## config.mk

```make
export PLATFORM = sky130hd
export DESIGN_NAME = multi_cycle_ctrl_flat
export DESIGN_NICKNAME = d
export VERILOG_FILES = /design/src/rtl/multi_cycle_ctrl_if.sv /design/src/rtl/multi_cycle_ctrl.sv /design/src/flat_wrapper.sv
export SDC_FILE = /design/constraint.sdc
export NUM_CORES = 1
export LEC_CHECK = 0
export BUFFER_PORTS_ARGS = -buffer_cell sky130_fd_sc_hd__buf_4
export CAP_MARGIN = 20
export CORE_MARGIN = 1.5
export CORE_UTILIZATION = 55
export CTS_CLUSTER_DIAMETER = 80
export DETAILED_ROUTE_END_ITERATION = 10
export GPL_TIMING_DRIVEN = 0
export MAX_ROUTING_LAYER = met4
export PLACE_DENSITY = 0.78
export SKIP_CTS_REPAIR_TIMING = 1
export SLEW_MARGIN = 20
export SYNTH_ARGS = -nofsm -noshare
export SYNTH_HDL_FRONTEND = slang
export SYNTH_SLANG_ARGS = --single-unit
```

## constraint.sdc

```tcl
create_clock -name clk -period 2.94 [get_ports clk]
set_input_delay 0.147 -clock clk [delete_from_list [all_inputs] [get_ports clk]]
set_output_delay 0.147 -clock clk [all_outputs]
set_load 0.01 [all_outputs]
```

## src/rtl/multi_cycle_ctrl_if.sv

```systemverilog
// multi_cycle_ctrl_if: instruction/data memory handshake between sequencer and shared memory port
interface multi_cycle_ctrl_if;
  logic [15:0] ir_in;
  logic mem_ack;
  logic mem_req;
  logic mem_we;
  logic addr_sel;
  modport master (output mem_req, mem_we, addr_sel, input ir_in, mem_ack);
  modport slave (input mem_req, mem_we, addr_sel, output ir_in, mem_ack);
endinterface

```

## src/rtl/multi_cycle_ctrl.sv

```systemverilog
// multi_cycle_ctrl: FETCH/DECODE/EXEC/MEM/WB sequencer driving datapath selects with a memory watchdog
module multi_cycle_ctrl #(
  parameter int MEM_TIMEOUT = 15,
  parameter int FLAG_Z = 0,
  parameter int FLAG_C = 1
) (
  input  logic clk,
  input  logic rst,
  multi_cycle_ctrl_if.master bus,
  input  logic [3:0] flags,
  output logic ir_ld,
  output logic pc_ld,
  output logic [1:0] pc_sel,
  output logic [2:0] rs1_sel,
  output logic [2:0] rs2_sel,
  output logic [2:0] wr_sel,
  output logic reg_we,
  output logic [1:0] fun_sel,
  output logic op2_sel,
  output logic [1:0] wb_sel,
  output logic in_en,
  output logic out_en,
  output logic halted,
  output logic bus_err,
  output logic ill_op
);
  localparam logic [4:0] OP_NOP = 5'd0, OP_SUB = 5'd2, OP_AND = 5'd3, OP_OR = 5'd4, OP_ADDI = 5'd5;
  localparam logic [4:0] OP_LD = 5'd8, OP_ST = 5'd9, OP_IN = 5'd10, OP_OUT = 5'd11;
  localparam logic [4:0] OP_JMP = 5'd16, OP_BZ = 5'd17, OP_BNZ = 5'd18, OP_BC = 5'd19, OP_HALT = 5'd31;
  typedef enum logic [2:0] {RST_S, FETCH, DECODE, EXEC, MEM, WB, HALT} state_t;
  state_t state, state_nxt;
  logic [15:2] ir_q;
  logic [15:0] wd;
  logic [4:0] op;
  logic [2:0] rd, rs1, rs2;
  logic req, ack, tmo, legal, is_alu, is_ld, is_st, is_bcc, z, c, take, act, ex;
  assign op = ir_q[15:11];
  assign rd = ir_q[10:8];
  assign rs1 = ir_q[7:5];
  assign rs2 = ir_q[4:2];
  assign req = state == FETCH || state == MEM;
  assign ack = req && bus.mem_ack;
  assign tmo = MEM_TIMEOUT != 0 && req && !bus.mem_ack && wd + 16'd1 == 16'(MEM_TIMEOUT);
  assign legal = op inside {[5'd0:5'd5], [5'd8:5'd11], [5'd16:5'd20], 5'd31};
  assign is_alu = op inside {[5'd1:5'd5]};
  assign is_ld = op == OP_LD;
  assign is_st = op == OP_ST;
  assign is_bcc = op inside {[5'd17:5'd20]};
  assign z = |(flags & 4'(1 << FLAG_Z));
  assign c = |(flags & 4'(1 << FLAG_C));
  assign take = op == OP_BZ ? z : op == OP_BNZ ? !z : op == OP_BC ? c : !c;
  assign act = state inside {DECODE, EXEC, MEM, WB};
  assign ex = state inside {EXEC, MEM, WB};
  always_ff @(posedge clk) begin
    if (!rst) begin
      state <= RST_S;
      ir_q <= '0;
      wd <= '0;
      bus_err <= 1'b0;
    end else begin
      state <= state_nxt;
      if (state == FETCH && bus.mem_ack) ir_q <= bus.ir_in[15:2];
      wd <= req && !bus.mem_ack ? wd + 16'd1 : 16'd0;
      bus_err <= bus_err | tmo;
    end
  end
  always_comb begin
    state_nxt = state;
    case (state)
      RST_S:   state_nxt = FETCH;
      FETCH:   state_nxt = tmo ? HALT : ack ? DECODE : FETCH;
      DECODE:  state_nxt = op == OP_HALT ? HALT : (op == OP_NOP || !legal) ? FETCH : EXEC;
      EXEC:    state_nxt = (is_alu || op == OP_IN) ? WB : (is_ld || is_st) ? MEM : FETCH;
      MEM:     state_nxt = tmo ? HALT : !ack ? MEM : is_ld ? WB : FETCH;
      WB:      state_nxt = FETCH;
      default: state_nxt = HALT;
    endcase
  end
  always_comb begin
    bus.mem_req = req;
    bus.addr_sel = state == MEM;
    bus.mem_we = state == MEM && is_st;
    ir_ld = state == FETCH && bus.mem_ack;
    pc_ld = ir_ld || (state == EXEC && (op == OP_JMP || (is_bcc && take)));
    pc_sel = state != EXEC ? 2'b00 : op == OP_JMP ? 2'b10 : (is_bcc && take) ? 2'b01 : 2'b00;
    rs1_sel = act ? rs1 : 3'd0;
    rs2_sel = !act ? 3'd0 : (state == MEM && is_st) ? rd : rs2;
    wr_sel = act ? rd : 3'd0;
    reg_we = state == WB;
    fun_sel = !ex ? 2'b00 : op == OP_SUB ? 2'b01 : op == OP_AND ? 2'b10 : op == OP_OR ? 2'b11 : 2'b00;
    op2_sel = ex && (op == OP_ADDI || is_ld || is_st);
    wb_sel = state != WB ? 2'b00 : is_ld ? 2'b01 : op == OP_IN ? 2'b10 : 2'b00;
    in_en = state == EXEC && op == OP_IN;
    out_en = state == EXEC && op == OP_OUT;
    halted = state == HALT;
    ill_op = state == DECODE && !legal;
  end
endmodule

```

## src/flat_wrapper.sv

```systemverilog
// flat-port wrapper written by rule: the top's interface ports become plain ports
module multi_cycle_ctrl_flat 
#(
  parameter int MEM_TIMEOUT = 15,
  parameter int FLAG_Z = 0,
  parameter int FLAG_C = 1
)
  (clk, rst, flags, ir_ld, pc_ld, pc_sel, rs1_sel, rs2_sel, wr_sel, reg_we, fun_sel, op2_sel, wb_sel, in_en, out_en, halted, bus_err, ill_op, bus_mem_req, bus_mem_we, bus_addr_sel, bus_ir_in, bus_mem_ack);
  multi_cycle_ctrl_if bus_i ();
  input  logic clk;
  input  logic rst;
  input  logic [3:0] flags;
  output logic ir_ld;
  output logic pc_ld;
  output logic [1:0] pc_sel;
  output logic [2:0] rs1_sel;
  output logic [2:0] rs2_sel;
  output logic [2:0] wr_sel;
  output logic reg_we;
  output logic [1:0] fun_sel;
  output logic op2_sel;
  output logic [1:0] wb_sel;
  output logic in_en;
  output logic out_en;
  output logic halted;
  output logic bus_err;
  output logic ill_op;
  output wire logic [$bits(bus_i.mem_req)-1:0] bus_mem_req;
  output wire logic [$bits(bus_i.mem_we)-1:0] bus_mem_we;
  output wire logic [$bits(bus_i.addr_sel)-1:0] bus_addr_sel;
  input wire logic [$bits(bus_i.ir_in)-1:0] bus_ir_in;
  input wire logic [$bits(bus_i.mem_ack)-1:0] bus_mem_ack;
  assign bus_mem_req = bus_i.mem_req;
  assign bus_mem_we = bus_i.mem_we;
  assign bus_addr_sel = bus_i.addr_sel;
  assign bus_i.ir_in = bus_ir_in;
  assign bus_i.mem_ack = bus_mem_ack;
  multi_cycle_ctrl #(.MEM_TIMEOUT(MEM_TIMEOUT), .FLAG_Z(FLAG_Z), .FLAG_C(FLAG_C)) u_core (.clk(clk), .rst(rst), .bus(bus_i), .flags(flags), .ir_ld(ir_ld), .pc_ld(pc_ld), .pc_sel(pc_sel), .rs1_sel(rs1_sel), .rs2_sel(rs2_sel), .wr_sel(wr_sel), .reg_we(reg_we), .fun_sel(fun_sel), .op2_sel(op2_sel), .wb_sel(wb_sel), .in_en(in_en), .out_en(out_en), .halted(halted), .bus_err(bus_err), .ill_op(ill_op));
endmodule
```

# After elaboration in Yosys (flattened, before gate mapping)
# Cells that the tools add are included.
# word_totals
ff_bits	34
inputBits	23
# classes
muxes	27
add_sub_neg	1
reduce_logical	35
n_bitwise	1
n_eq_ne	22
n_lt_le_gt_ge	8
# ops
cell	count
2-to-1 mux 3 bit	11
== test 5 bit, second input constant	5
2-to-1 mux 2 bit	11
== test 5 x 4 -> 1 bit, second input constant	4
adder 16 x 1 -> 16 bit, second input constant	1
== test 16 x 4 -> 1 bit, second input constant	1
logical AND 1 bit	16
one-hot mux 3 bit (5 select lines)	1
== test 5 x 2 -> 1 bit, second input constant	2
== test 5 x 3 -> 1 bit, second input constant	2
>= comparator 5 x 1 -> 1 bit, second input constant	2
>= comparator 5 bit, second input constant	2
== test 3 bit, second input constant	3
logical OR 1 bit	8
nonzero test 4 bit	2
== test 3 x 2 -> 1 bit, second input constant	2
>= comparator 5 x 4 -> 1 bit, second input constant	1
<= comparator 5 x 3 -> 1 bit, second input constant	1
<= comparator 5 x 4 -> 1 bit, second input constant	1
<= comparator 5 bit, second input constant	1
zero test 5 bit	1
zero test 1 bit	4
2-to-1 mux 1 bit	4
== test 3 x 1 -> 1 bit, second input constant	1
7 further kinds	7

# Depth between registers and ports, before layout
# Gate-level depths: netlist of the first run.
# depth
word_depth	8
depth_mapped	7
ltp_nobuf	7

# Least setup slack after synthesis of the first run
# OpenSTA, ideal clock, no wires.
# synth_timing
path_kind	register to register
start	reg u_core.wd[0]
end	reg u_core.state[0]
synth_period_minus_slack_ns	1.979
setup_slack_ns	0.961
path_stages_with_launch	7
t_required_ns	2.815
n_path_buf	0
setup_ns	0.125
t_arrival_ns	1.854
path_cell_list	dfxtp_1 > ha_1 > nand2_1 > nor3_1 > nand3_1 > a221o_1 > o41a_1
# synth_via
elab_chain_len	5
elab_cells_between_ends	6
cone_classes	add/sub: 1; eq/ne: 1; mux: 3; reduce/logical: 1
# synth_rtl
item	line	rtl
start: declaration	multi_cycle_ctrl.sv:33	logic [15:0] wd;
start signal: assignment	multi_cycle_ctrl.sv:63	wd <= req && !bus.mem_ack ? wd + 16'd1 : 16'd0;
adder 16 x 1 -> 16 bit *	multi_cycle_ctrl.sv:43	assign tmo = MEM_TIMEOUT != 0 && req && !bus.mem_ack && wd + 16'd1 == 16'(MEM_TIMEOUT);
== test 16 x 4 -> 1 bit *	multi_cycle_ctrl.sv:43	
logical AND 1 bit *	multi_cycle_ctrl.sv:43	
2-to-1 mux 3 bit, on equally long branches	multi_cycle_ctrl.sv:74, multi_cycle_ctrl.sv:71	
one-hot mux 3 bit (5 select lines) *	multi_cycle_ctrl.sv:69	case (state)
end signal: assignment	multi_cycle_ctrl.sv:61	state <= state_nxt;
end: declaration	multi_cycle_ctrl.sv:31	state_t state, state_nxt;
# Mark *: on every way between the ends. The rest lies on a longest branch, timed or not.
# A chain may end at the register's enable or synchronous reset.

# Worst setup path in the final report of the first run
# layout_timing
start	reg u_core.state[0]
end	out ir_ld
# layout_via
elab_chain_len	2
# layout_rtl
item	line	rtl
== test 3 x 1 -> 1 bit	multi_cycle_ctrl.sv:83	ir_ld = state == FETCH && bus.mem_ack;
logical AND 1 bit	multi_cycle_ctrl.sv:83	
end: declaration	flat_wrapper.sv:13	output logic ir_ld;
# Every way passes these cells.

==> results of run 1 <==
==> power groups by stage <==
stage / Clock (W) / Sequential, W / Combinational (W)
2_1_floorplan: 0 / 0.000490 / 0.0000808
3_3_place_gp: 0 / 0.000493 / 0.000126
3_5_place_dp: 0 / 0.000493 / 0.000127
4_1_cts: 0.000446 / 0.000483 / 0.000129
5_1_grt: 0.000466 / 0.000484 / 0.000144
6_report: 0.000441 / 0.000483 / 0.000129
==> layout by cell type, fill, tap and decap left out, types with 3 or more instances in the layout <==
master / Yosys / final
o31ai_1: 3 / 3
xnor2_1: 13 / 13
xor2_1: 8 / 8
and2_1: 8 / 8
a21oi_1: 17 / 17
or2_2: 3 / 3
inv_1: 7 / 7
dfxtp_1: 34 / 34
nor4_1: 5 / 5
nand3_1: 11 / 11
o21ai_0: 4 / 4
mux2i_1: 5 / 5
nor3_1: 9 / 9
or3_1: 3 / 3
clkbuf_8: 0 / 6
buf_4: 3 / 48
nand2b_1: 5 / 5
nand2_1: 49 / 49
nor2_1: 35 / 35
clkbuf_1: 13 / 13
and3_1: 6 / 6
==> cells in the mapped netlist, types with 3 or more instances <==
library cell and number:
nand2_1 49, o21ai_0 4, dfxtp_1 34, and2_1 8
nand3_1 11, or2_2 3, mux2i_1 5, buf_4 3
nand2b_1 5, a21oi_1 17, o31ai_1 3, xor2_1 8
nor4_1 5, nor3_1 9, and3_1 6, nor2_1 35
xnor2_1 13, clkbuf_1 13, inv_1 7, or3_1 3
==> flip-flops by register name (all words and copies together) (netlist names) <==
register        cells
u_core.wd          16
u_core.ir_q        14
u_core.bus_err      1
u_core.state        3
==> layer usage <==
metal	part of all wire	track usage	wire length (um)	vias to the layer above
li1	-	-	-	1066
met1	0.50	0.365	2470	927
met2	0.44	0.385	2220	52
met3	0.048	0.0556	240	8
met4	0.013	0.0798	64	0
met5	0	-	0	-
==> final cells by class <==
type / instances / share of cell area
clock inverter: 1 / 0.0115
inverter: 7 / 0.0101
clock buffer: 6 / 0.0316
tap: 48 / 0.0230
buffer: 17 / 0.0287
sequential: 34 / 0.260
timing repair buffer: 45 / 0.129
multi-input combinational: 221 / 0.506
==> worst paths after layout <==
path,from,to,slack (ns),depth (start not counted)
setup / recovery,u_core.state[0],ir_ld,0.61,6
hold reg to reg,u_core.ir_q[7],u_core.ir_q[7],0.45,2
hold / removal,bus_ir_in[7],u_core.ir_q[7],0.10,3
setup reg to reg,u_core.wd[0],u_core.state[0],0.62,6
==> metrics by stage <==
stage | hold WS, ns | cell area, sq um | utilization | power (W)
after floorplan | 0.255 | 2100 | - | 0.000571
final | 0.101 | 2610 | 0.714 | 0.00105
after global placement | 0.400 | 2500 | 0.683 | 0.000619
after detailed placement | 0.403 | 2500 | 0.683 | 0.000620
after CTS | 0.103 | 2610 | 0.714 | 0.00106
after global routing | 0.102 | 2610 | 0.714 | 0.00109
==> worst reg2reg max path: stages (launching register included) <==
cell     delay [ns]
dfxtp_1        0.42
ha_1           0.32
nand2_1        0.15
nor3_1         0.42
nand3_1        0.15
a221o_1        0.37
o41a_1         0.38
==> cells by family after synthesis <==
group	count (synthesis)
adder cells (fa/ha/maj)	2
buffers and inverters	24
AND/OR/NAND/NOR	149
XOR/XNOR	21
AO/OA/AOI/OAI	42
flip-flops	34
multiplexers	7
==> flow_summary_export.csv, run 1 <==
group,metric,value,unit
grt,antenna_found_initial,0,
power_and_ir_drop,leakagePower,1.05,nW
worst_setup_path,cp_num_buf_inv,3,
drt,wl_per_cell,13.2,um
power_and_ir_drop,p_per_area,403,nW/um^2
clocking,clk-insertion-delay-late,0.29,ns
drt,drtIter0Drc,166,
layout,n_fill_cell,311,
worst_setup_path,critPathRequiredTime,2.79,ns
layout,regArea,681,sq um
timing,hold_viol_final,0,
clocking,cts_max_level,2,
synth,synth_top_area_frac,0.324,
drt,vias,2053,
flow_run,drv_cap,0,
power_and_ir_drop,p_sw,0.000252,W
drt,vias_per_cell,5.42,
drt,first_pass_iters,4,
die,die-area,4200,sq um
worst_hold_path,hp-class,"in2reg",
power_and_ir_drop,seqPwrFrac,0.459,
worst_setup_path,critPathSlowestCell,"dfxtp_1",
timing,finClkSkew,0.00631,ns
synth,syn_avg_cell_area,7.54,sq um
drt,route.detailed.drc,0,
clocking,clk_pin_slew,0.07,ns
clocking,clockRootBuffer,"clkbuf_8",
layout,diodes,0,
layout,drive_above_1_share,0.199,
synth,synth_compound_area_frac,0.136,
placement,hpwlAfterDp,3.67,mm
synth,synth_top_cells_by_area,"dfxtp_1 (32%), nand2_1 (8.7%), nor2_1 (6.2%), xnor2_1 (5.4%), a21oi_1 (4.0%)",
drt,wl,4.99,mm
worst_setup_path,crit_fanout,10,
synth,muxShareOfSynthArea,0.0357,
timing,worst_pin_slew,0.585,ns
layout,layout.cells.non_filler,379,
worst_setup_path,crit_family,"buffers and inverters",
layout,nets,356,
power_and_ir_drop,switching_share,0.240,
timing,tns,0,ns
timing,timing.final.ws_setup,0.605,ns
grt,grt_pass1_wl,8.50,mm
grt,grt.total_usage,0.264,
die,die_y,64.8,um
power_and_ir_drop,pwr-share-clk,0.419,
grt,grt_max_degree,11,
power_and_ir_drop,comb_power_share,0.122,
worst_setup_path,critical_path.max_stage_delay,0.44,ns
placement,port_buffers,45,
synth,syn_nets,304,
clocking,cts-buffers-inserted,5,
synth,synthAdderAreaFrac,0.0119,
worst_setup_path,cp-end-kind,"primary output",
timing,slew_violations,0,
synth,synth_area_leader_cell,"dfxtp_1",
die,core_area,3660,sq um
synth,synth_edf_count,0,
placement,pre_cts_ws,0.652,ns
synth,synth-simple-area-share,0.357,
run_status,status,"complete, no violations",
synth,syn-cell-area,2100,sq um
synth,syn_inst,279,
worst_setup_path,critPathKind,"reg2out",
timing,rsz0062_at_grt,"false",
grt,gr-total-overflow,0,
worst_setup_path,start_kind,"flip-flop",
synth,yosys_warnings,0,
synth,yosys.cell_types.count,49,
synth,ys_seq_area_frac,0.324,
timing,setup_violations,0,
placement,gp_congestion,0.882,
placement,dp_cells,372,
timing,period_share,0.794,
clocking,cts_max_path_buffers,2,
worst_setup_path,crit_chain,"nand2b_1 -> nor2_1 -> nand2_1 -> inv_1 -> buf_1 -> buf_4",
grt,grt_pass1_vias,1873,
timing,period_needed,2.33,ns
synth,synth_top_family_by_area,"simple AND/OR/NAND/NOR gates",
drt,ant_nets,0,
die,start_util,0.575,
timing,slew_headroom,0.607,
synth,ys_ff_latch,34,
clocking,cts_tree,"built",
clocking,clock-sinks,34,
synth,synthXorXnorAreaFrac,0.0874,
layout,multi_input_area,1320,sq um
synth,ys.flop_type,"dfxtp_1",
layout,syn2layout_area_growth,24.3,%
die,io_pins,50,
synth,async_flop_share,0,
timing,max_freq,428,MHz
power_and_ir_drop,p_int,0.000800,W
die,rows,22,
worst_setup_path,cp.arrival,2.19,ns
die,die_w,64.8,um
power_and_ir_drop,peakVddDrop,352,uV
No activity file was read; power rests on OpenSTA's default activity.
==> run 2: changes to the inputs <==
--- a/config.mk
+++ b/config.mk
@@ -8,12 +8,12 @@
 export BUFFER_PORTS_ARGS = -buffer_cell sky130_fd_sc_hd__buf_4
 export CAP_MARGIN = 20
 export CORE_MARGIN = 1.5
-export CORE_UTILIZATION = 55
+export CORE_UTILIZATION = 53
 export CTS_CLUSTER_DIAMETER = 80
 export DETAILED_ROUTE_END_ITERATION = 10
 export GPL_TIMING_DRIVEN = 0
 export MAX_ROUTING_LAYER = met4
-export PLACE_DENSITY = 0.78
+export PLACE_DENSITY = 0.75
 export SKIP_CTS_REPAIR_TIMING = 1
 export SLEW_MARGIN = 20
 export SYNTH_ARGS = -nofsm -noshare
==> constraint.sdc (replaced) <==
create_clock -name clk -period 2.2 [get_ports clk]
set_input_delay 0.11 -clock clk [delete_from_list [all_inputs] [get_ports clk]]
set_output_delay 0.11 -clock clk [all_outputs]
set_load 0.01 [all_outputs]
==> run 2 against run 1 <==
  * Die area up 3.6%
  * Global-route usage is 2.0 points lower
  * Critical endpoint is now u_core.state[0]
  * Non-clock buffer count down 1
==> flow_summary_export.csv, run 2 (synthesis gave the netlist of run 1 again) <==
group,metric,value,unit
run_status,status,"complete, no violations",
worst_setup_path,r2r_cells,5,
layout,final_common_cell,"nand2_1",
power_and_ir_drop,peakVddDrop,320,uV
layout,mostFrequentLayoutCells,"nand2_1 (49), buf_4 (48), nor2_1 (35), dfxtp_1 (34), a21oi_1 (17)",
timing,slew_violations,0,
placement,hpwlAfterDp,3.61,mm
clocking,clockRootBuffer,"clkbuf_8",
timing,finClkSkew,0.00793,ns
grt,gr-total-overflow,0,
worst_hold_path,hold-path-endpoint,"u_core.ir_q[7]",
clocking,cts-buffers-inserted,5,
worst_hold_path,min_from,"bus_ir_in[7]",
worst_hold_path,hold_depth,3,
worst_setup_path,critical_path.max_stage_delay,0.59,ns
clocking,cts_max_path_buffers,2,
timing,period_share,0.977,
placement,port_buffers,45,
timing,slew_headroom,0.656,
layout,stdcell_area,2610,sq um
power_and_ir_drop,seqPwrFrac,0.498,
timing,rsz0062_at_grt,"true",
grt,grt_pass1_wl,8.11,mm
timing,setup_violations,0,
worst_setup_path,critPathLaunch,"u_core.wd[5]",
power_and_ir_drop,switching_share,0.261,
timing,max_freq,465,MHz
layout,syn2layout_area_growth,24.2,%
layout,reg_top3,"u_core.wd: 16 flops, u_core.ir_q: 14 flops, u_core.state: 3 flops",
die,die_w,66.0,um
worst_setup_path,r2r_setup_slack,0.05,ns
worst_setup_path,crit_fanout,5,
drt,route.detailed.drc,0,
drt,wl,4.85,mm
flow_run,drv_cap,0,
timing,period_needed,2.15,ns
clocking,cts_max_level,2,
power_and_ir_drop,comb_power_share,0.130,
grt,grt.total_usage,0.244,
worst_hold_path,hp-class,"in2reg",
clocking,cts_tree,"built",
layout,drive_above_1_share,0.230,
worst_setup_path,critPathRequiredTime,2.38,ns
drt,vias_per_cell,5.53,
grt,grt_pass1_vias,1782,
worst_setup_path,crit_family,"simple AND/OR/NAND/NOR gates",
drt,vias,2097,
power_and_ir_drop,p_int,0.000959,W
layout,diodes,0,
worst_setup_path,cp.arrival,2.33,ns
clocking,clk-insertion-delay-late,0.29,ns
power_and_ir_drop,p_sw,0.000339,W
die,io_pins,50,
worst_setup_path,r2r-end,"u_core.state[0]",
die,rows,22,
worst_setup_path,cp_num_buf_inv,0,
timing,worst_pin_slew,0.516,ns
worst_setup_path,r2r-start,"u_core.wd[5]",
die,start_util,0.562,
grt,grt_max_degree,12,
timing,hold_slack,0.0601,ns
placement,gp_congestion,0.918,
worst_setup_path,cp-end-kind,"flip-flop",
placement,place_area,2500,sq um
layout,regMostFlops,"u_core.wd",
worst_setup_path,critPathKind,"reg2reg",
worst_setup_path,path_depth,5,
power_and_ir_drop,p_per_area,497,nW/um^2
worst_setup_path,critPathSlowestCell,"or4_4",
layout,largest_reg_flops,16,
power_and_ir_drop,pwr-share-clk,0.371,
drt,first_pass_iters,4,
die,die_y,66.0,um
timing,hold_viol_final,0,
drt,wl_per_cell,12.8,um
worst_setup_path,start_kind,"flip-flop",
grt,antenna_found_initial,0,
die,core_area,3740,sq um
die,die-area,4360,sq um
clocking,clock-sinks,34,
drt,ant_nets,0,
drt,drtIter0Drc,129,
power_and_ir_drop,leakagePower,1.05,nW
worst_setup_path,crit_chain,"nand4_2 -> or4_4 -> nor4b_4 -> nor2_1 -> o41a_1",
layout,nets,355,
clocking,clk_pin_slew,0.07,ns
==> run 2: through the flow <==
step | total power (W) | instances | utilization | TNS, ns | worst slack (ns)
detailed placement | 0.000828 | 372 | 0.668 | -0.0742 | -0.0742
global route | 0.00135 | 379 | 0.698 | -0.0688 | -0.0680
CTS | 0.00131 | 380 | 0.694 | -0.130 | -0.0960
floorplan | 0.000763 | 279 | - | 0 | 0.221
finish | 0.00130 | 379 | 0.698 | 0 | 0.0498
global placement | 0.000827 | 372 | 0.668 | -0.0563 | -0.0563
==> run 2: metal layers <==
layer / global-route usage / up-vias / wire length (um)
met3: 0.0409 / 7 / 278
met5: - / - / 0
li1: - / 1073 / -
met1: 0.347 / 961 / 2370
met4: 0.0689 / 0 / 61
met2: 0.359 / 56 / 2140
==> run 2: final cells by class <==
class	count	area, sq um
multi-input combinational	221	1330
fill	334	1130
sequential	34	681
timing repair buffer	45	338
clock buffer	6	82.6
buffer	16	77.6
tap	48	60.1
inverter	7	26.3
clock inverter	2	12.5
==> run 2: worst reg2reg max path: cells and delay by family (launching register included) <==
kind / cells / cell delay (ns)
AOI/OAI and AO/OA: 1 / 0.42
DFF: 1 / 0.44
and+or+nand+nor: 4 / 1.18
==> run 2: power by group through the flow <==
stage          registers [W]  clock network (W)  logic, W
3_3_place_gp        0.000658                  0  0.000168
2_1_floorplan       0.000655                  0  0.000108
4_1_cts             0.000644           0.000495  0.000170
6_report            0.000647           0.000482  0.000169
3_5_place_dp        0.000658                  0  0.000169
5_1_grt             0.000650           0.000515  0.000189
==> run 2: worst max-delay path by stage <==
stage,end,slack (ns)
3_5_place_dp,u_core.state[0],-0.07
3_3_place_gp,u_core.state[0],-0.06
4_1_cts,u_core.state[0],-0.1
6_report,u_core.state[0],0.05
2_1_floorplan,u_core.state[0],0.22
5_1_grt,u_core.state[0],-0.07
==> run 3: changes to the inputs <==
--- a/config.mk
+++ b/config.mk
@@ -5,15 +5,15 @@
 export SDC_FILE = /design/constraint.sdc
 export NUM_CORES = 1
 export LEC_CHECK = 0
-export BUFFER_PORTS_ARGS = -buffer_cell sky130_fd_sc_hd__buf_4
 export CAP_MARGIN = 20
 export CORE_MARGIN = 1.5
-export CORE_UTILIZATION = 53
+export CORE_UTILIZATION = 55
 export CTS_CLUSTER_DIAMETER = 80
 export DETAILED_ROUTE_END_ITERATION = 10
+export DONT_BUFFER_PORTS = 1
 export GPL_TIMING_DRIVEN = 0
 export MAX_ROUTING_LAYER = met4
-export PLACE_DENSITY = 0.75
+export PLACE_DENSITY = 0.66
 export SKIP_CTS_REPAIR_TIMING = 1
 export SLEW_MARGIN = 20
 export SYNTH_ARGS = -nofsm -noshare
==> run 3 against run 2 <==
  * Power shrank 1.5%
  * Critical path type unchanged
  * Clock power decreased by 1%
  * Final area decreased by 7.3%
  * Register-to-register slack barely moved
  * First-iteration DRC count down 11%
  * Count of clock-buffer cells in the layout rose by 1
  * The run now ends with negative hold slack left
==> flow_summary_export.csv, run 3 (synthesis gave the netlist of run 1 again) <==
group,metric,value,unit
run_status,status,"complete, but fails checks",
run_status,failed_checks,"negative hold slack",
layout,diodes,0,
grt,antenna_found_initial,0,
placement,hpwlAfterDp,3.36,mm
placement,gp_congestion,0.847,
timing,worst_pin_slew,0.502,ns
drt,first_pass_iters,4,
timing,hold_slack,-0.0277,ns
worst_hold_path,min_from,"rst",
power_and_ir_drop,leakagePower,0.879,nW
die,rows,22,
timing,max_freq,468,MHz
drt,vias_per_cell,5.58,
layout,reg_top3,"u_core.wd: 16 flops, u_core.ir_q: 14 flops, u_core.state: 3 flops",
grt,use_met3,0.0660,
layout,n_fill_cell,330,
clocking,clockRootBuffer,"clkbuf_8",
drt,wl_per_cell,13.9,um
clocking,cts_max_path_buffers,2,
grt,grt.total_usage,0.242,
die,die_w,64.8,um
layout,drive_above_1_share,0.0997,
drt,ant_nets,0,
timing,slew_headroom,0.663,
layout,largest_reg_flops,16,
grt,gr-usage-met1,0.351,
worst_setup_path,crit_fanout,6,
clocking,cts_max_level,2,
grt,gr-total-overflow,0,
layout,syn2layout_area_growth,15.1,%
worst_hold_path,hold-path-endpoint,"u_core.state[1]",
power_and_ir_drop,p_per_area,528,nW/um^2
worst_setup_path,start_kind,"flip-flop",
layout,multi_input_area,1340,sq um
grt,grt_pass1_wl,7.82,mm
worst_setup_path,r2r_setup_slack,0.06,ns
timing,slew_violations,0,
timing,period_share,0.972,
worst_hold_path,hold_depth,2,
flow_run,drv_cap,0,
worst_setup_path,cp.arrival,2.31,ns
grt,grt_pass1_vias,1643,
die,die-area,4200,sq um
timing,period_needed,2.14,ns
drt,route.detailed.drc,0,
drt,vias,1948,
timing,hold_viol_final,2,
layout,nets,325,
clocking,clk_pin_slew,0.07,ns
die,core_area,3660,sq um
layout,final_common_cell,"nand2_1",
die,die_y,64.8,um
worst_setup_path,r2r_cells,6,
clocking,cts_tree,"built",
die,io_pins,50,
worst_setup_path,critPathRequiredTime,2.37,ns
worst_setup_path,r2r-start,"u_core.wd[0]",
drt,drtIter0Drc,115,
timing,setup_violations,0,
grt,busiest_layer,"met1",
layout,regMostFlops,"u_core.wd",
grt,met2_usage,0.329,
worst_hold_path,hp-class,"in2reg",
clocking,clk-insertion-delay-late,0.29,ns
worst_setup_path,cp-end-kind,"flip-flop",
timing,rsz0062_at_grt,"true",
worst_setup_path,r2r-end,"u_core.state[0]",
worst_setup_path,critPathKind,"reg2reg",
clocking,clock-sinks,34,
layout,mostFrequentLayoutCells,"nand2_1 (49), nor2_1 (35), dfxtp_1 (34), a21oi_1 (17), dlygate4sd3_1 (14)",
die,start_util,0.575,
timing,finClkSkew,0.00536,ns
clocking,cts-buffers-inserted,5,
placement,port_buffers,0,
power_and_ir_drop,peakVddDrop,358,uV
power_and_ir_drop,power,0.00128,W
drt,wl,4.84,mm
grt,grt_max_degree,11,
layout,regArea,681,sq um
==> run 3: cell type report <==
class                   count  share of cell area
repair buffers             14              0.0579
plain buffers              17              0.0336
clock inverters             1             0.00207
clock buffers               7              0.0357
well taps                  48              0.0248
inverters                   7              0.0109
multi-input cells         221               0.554
flip-flops and latches     34               0.281
==> run 3: per-stage QoR <==
step                      setup WS [ns]  setup TNS, ns  std cells   util  area [sq um]
after detailed placement        -0.0869         -0.108        327  0.591          2160
after global placement          -0.0726        -0.0938        327  0.591          2160
final                            0.0622              0        349  0.661          2420
after global routing            -0.0664        -0.0764        349  0.661          2420
after floorplan                   0.221              0        279      -          2100
after CTS                        -0.110         -0.330        335  0.616          2250
==> run 3: critical path, stage by stage (launching register included) <==
cell     delay (ns)
dfxtp_1        0.43
ha_2           0.28
nand2_1        0.13
nor3_2         0.29
nand3_1        0.14
a221o_1        0.37
o41a_1         0.38
==> run 3: power breakdown <==
| group | internal (W) | total, W | leakage (nW) | switching [W] |
|---|---|---|---|---|
| logic | 0.0000648 | 0.000158 | 0.555 | 0.0000934 |
| clock network | 0.000252 | 0.000476 | 0.0482 | 0.000223 |
| registers | 0.000632 | 0.000644 | 0.276 | 0.0000122 |
==> run 3: worst max path at each step <==
stage                            start              end  slack, ns  cells after the start
final                     u_core.wd[0]  u_core.state[0]       0.06                      6
after global routing      u_core.wd[0]  u_core.state[0]      -0.07                      6
after CTS                 u_core.wd[0]  u_core.state[0]      -0.11                      6
after detailed placement  u_core.wd[0]  u_core.state[0]      -0.09                      6
after global placement    u_core.wd[0]  u_core.state[0]      -0.07                      6
after floorplan           u_core.wd[0]  u_core.state[0]       0.22                      6
==> run 3: per-layer routing <==
layer	vias to the layer above	share of wire	wire, um
li1	1009	-	-
met3	5	0.050	240
met5	-	0	0
met1	882	0.53	2550
met2	52	0.41	1990
met4	0	0.011	54
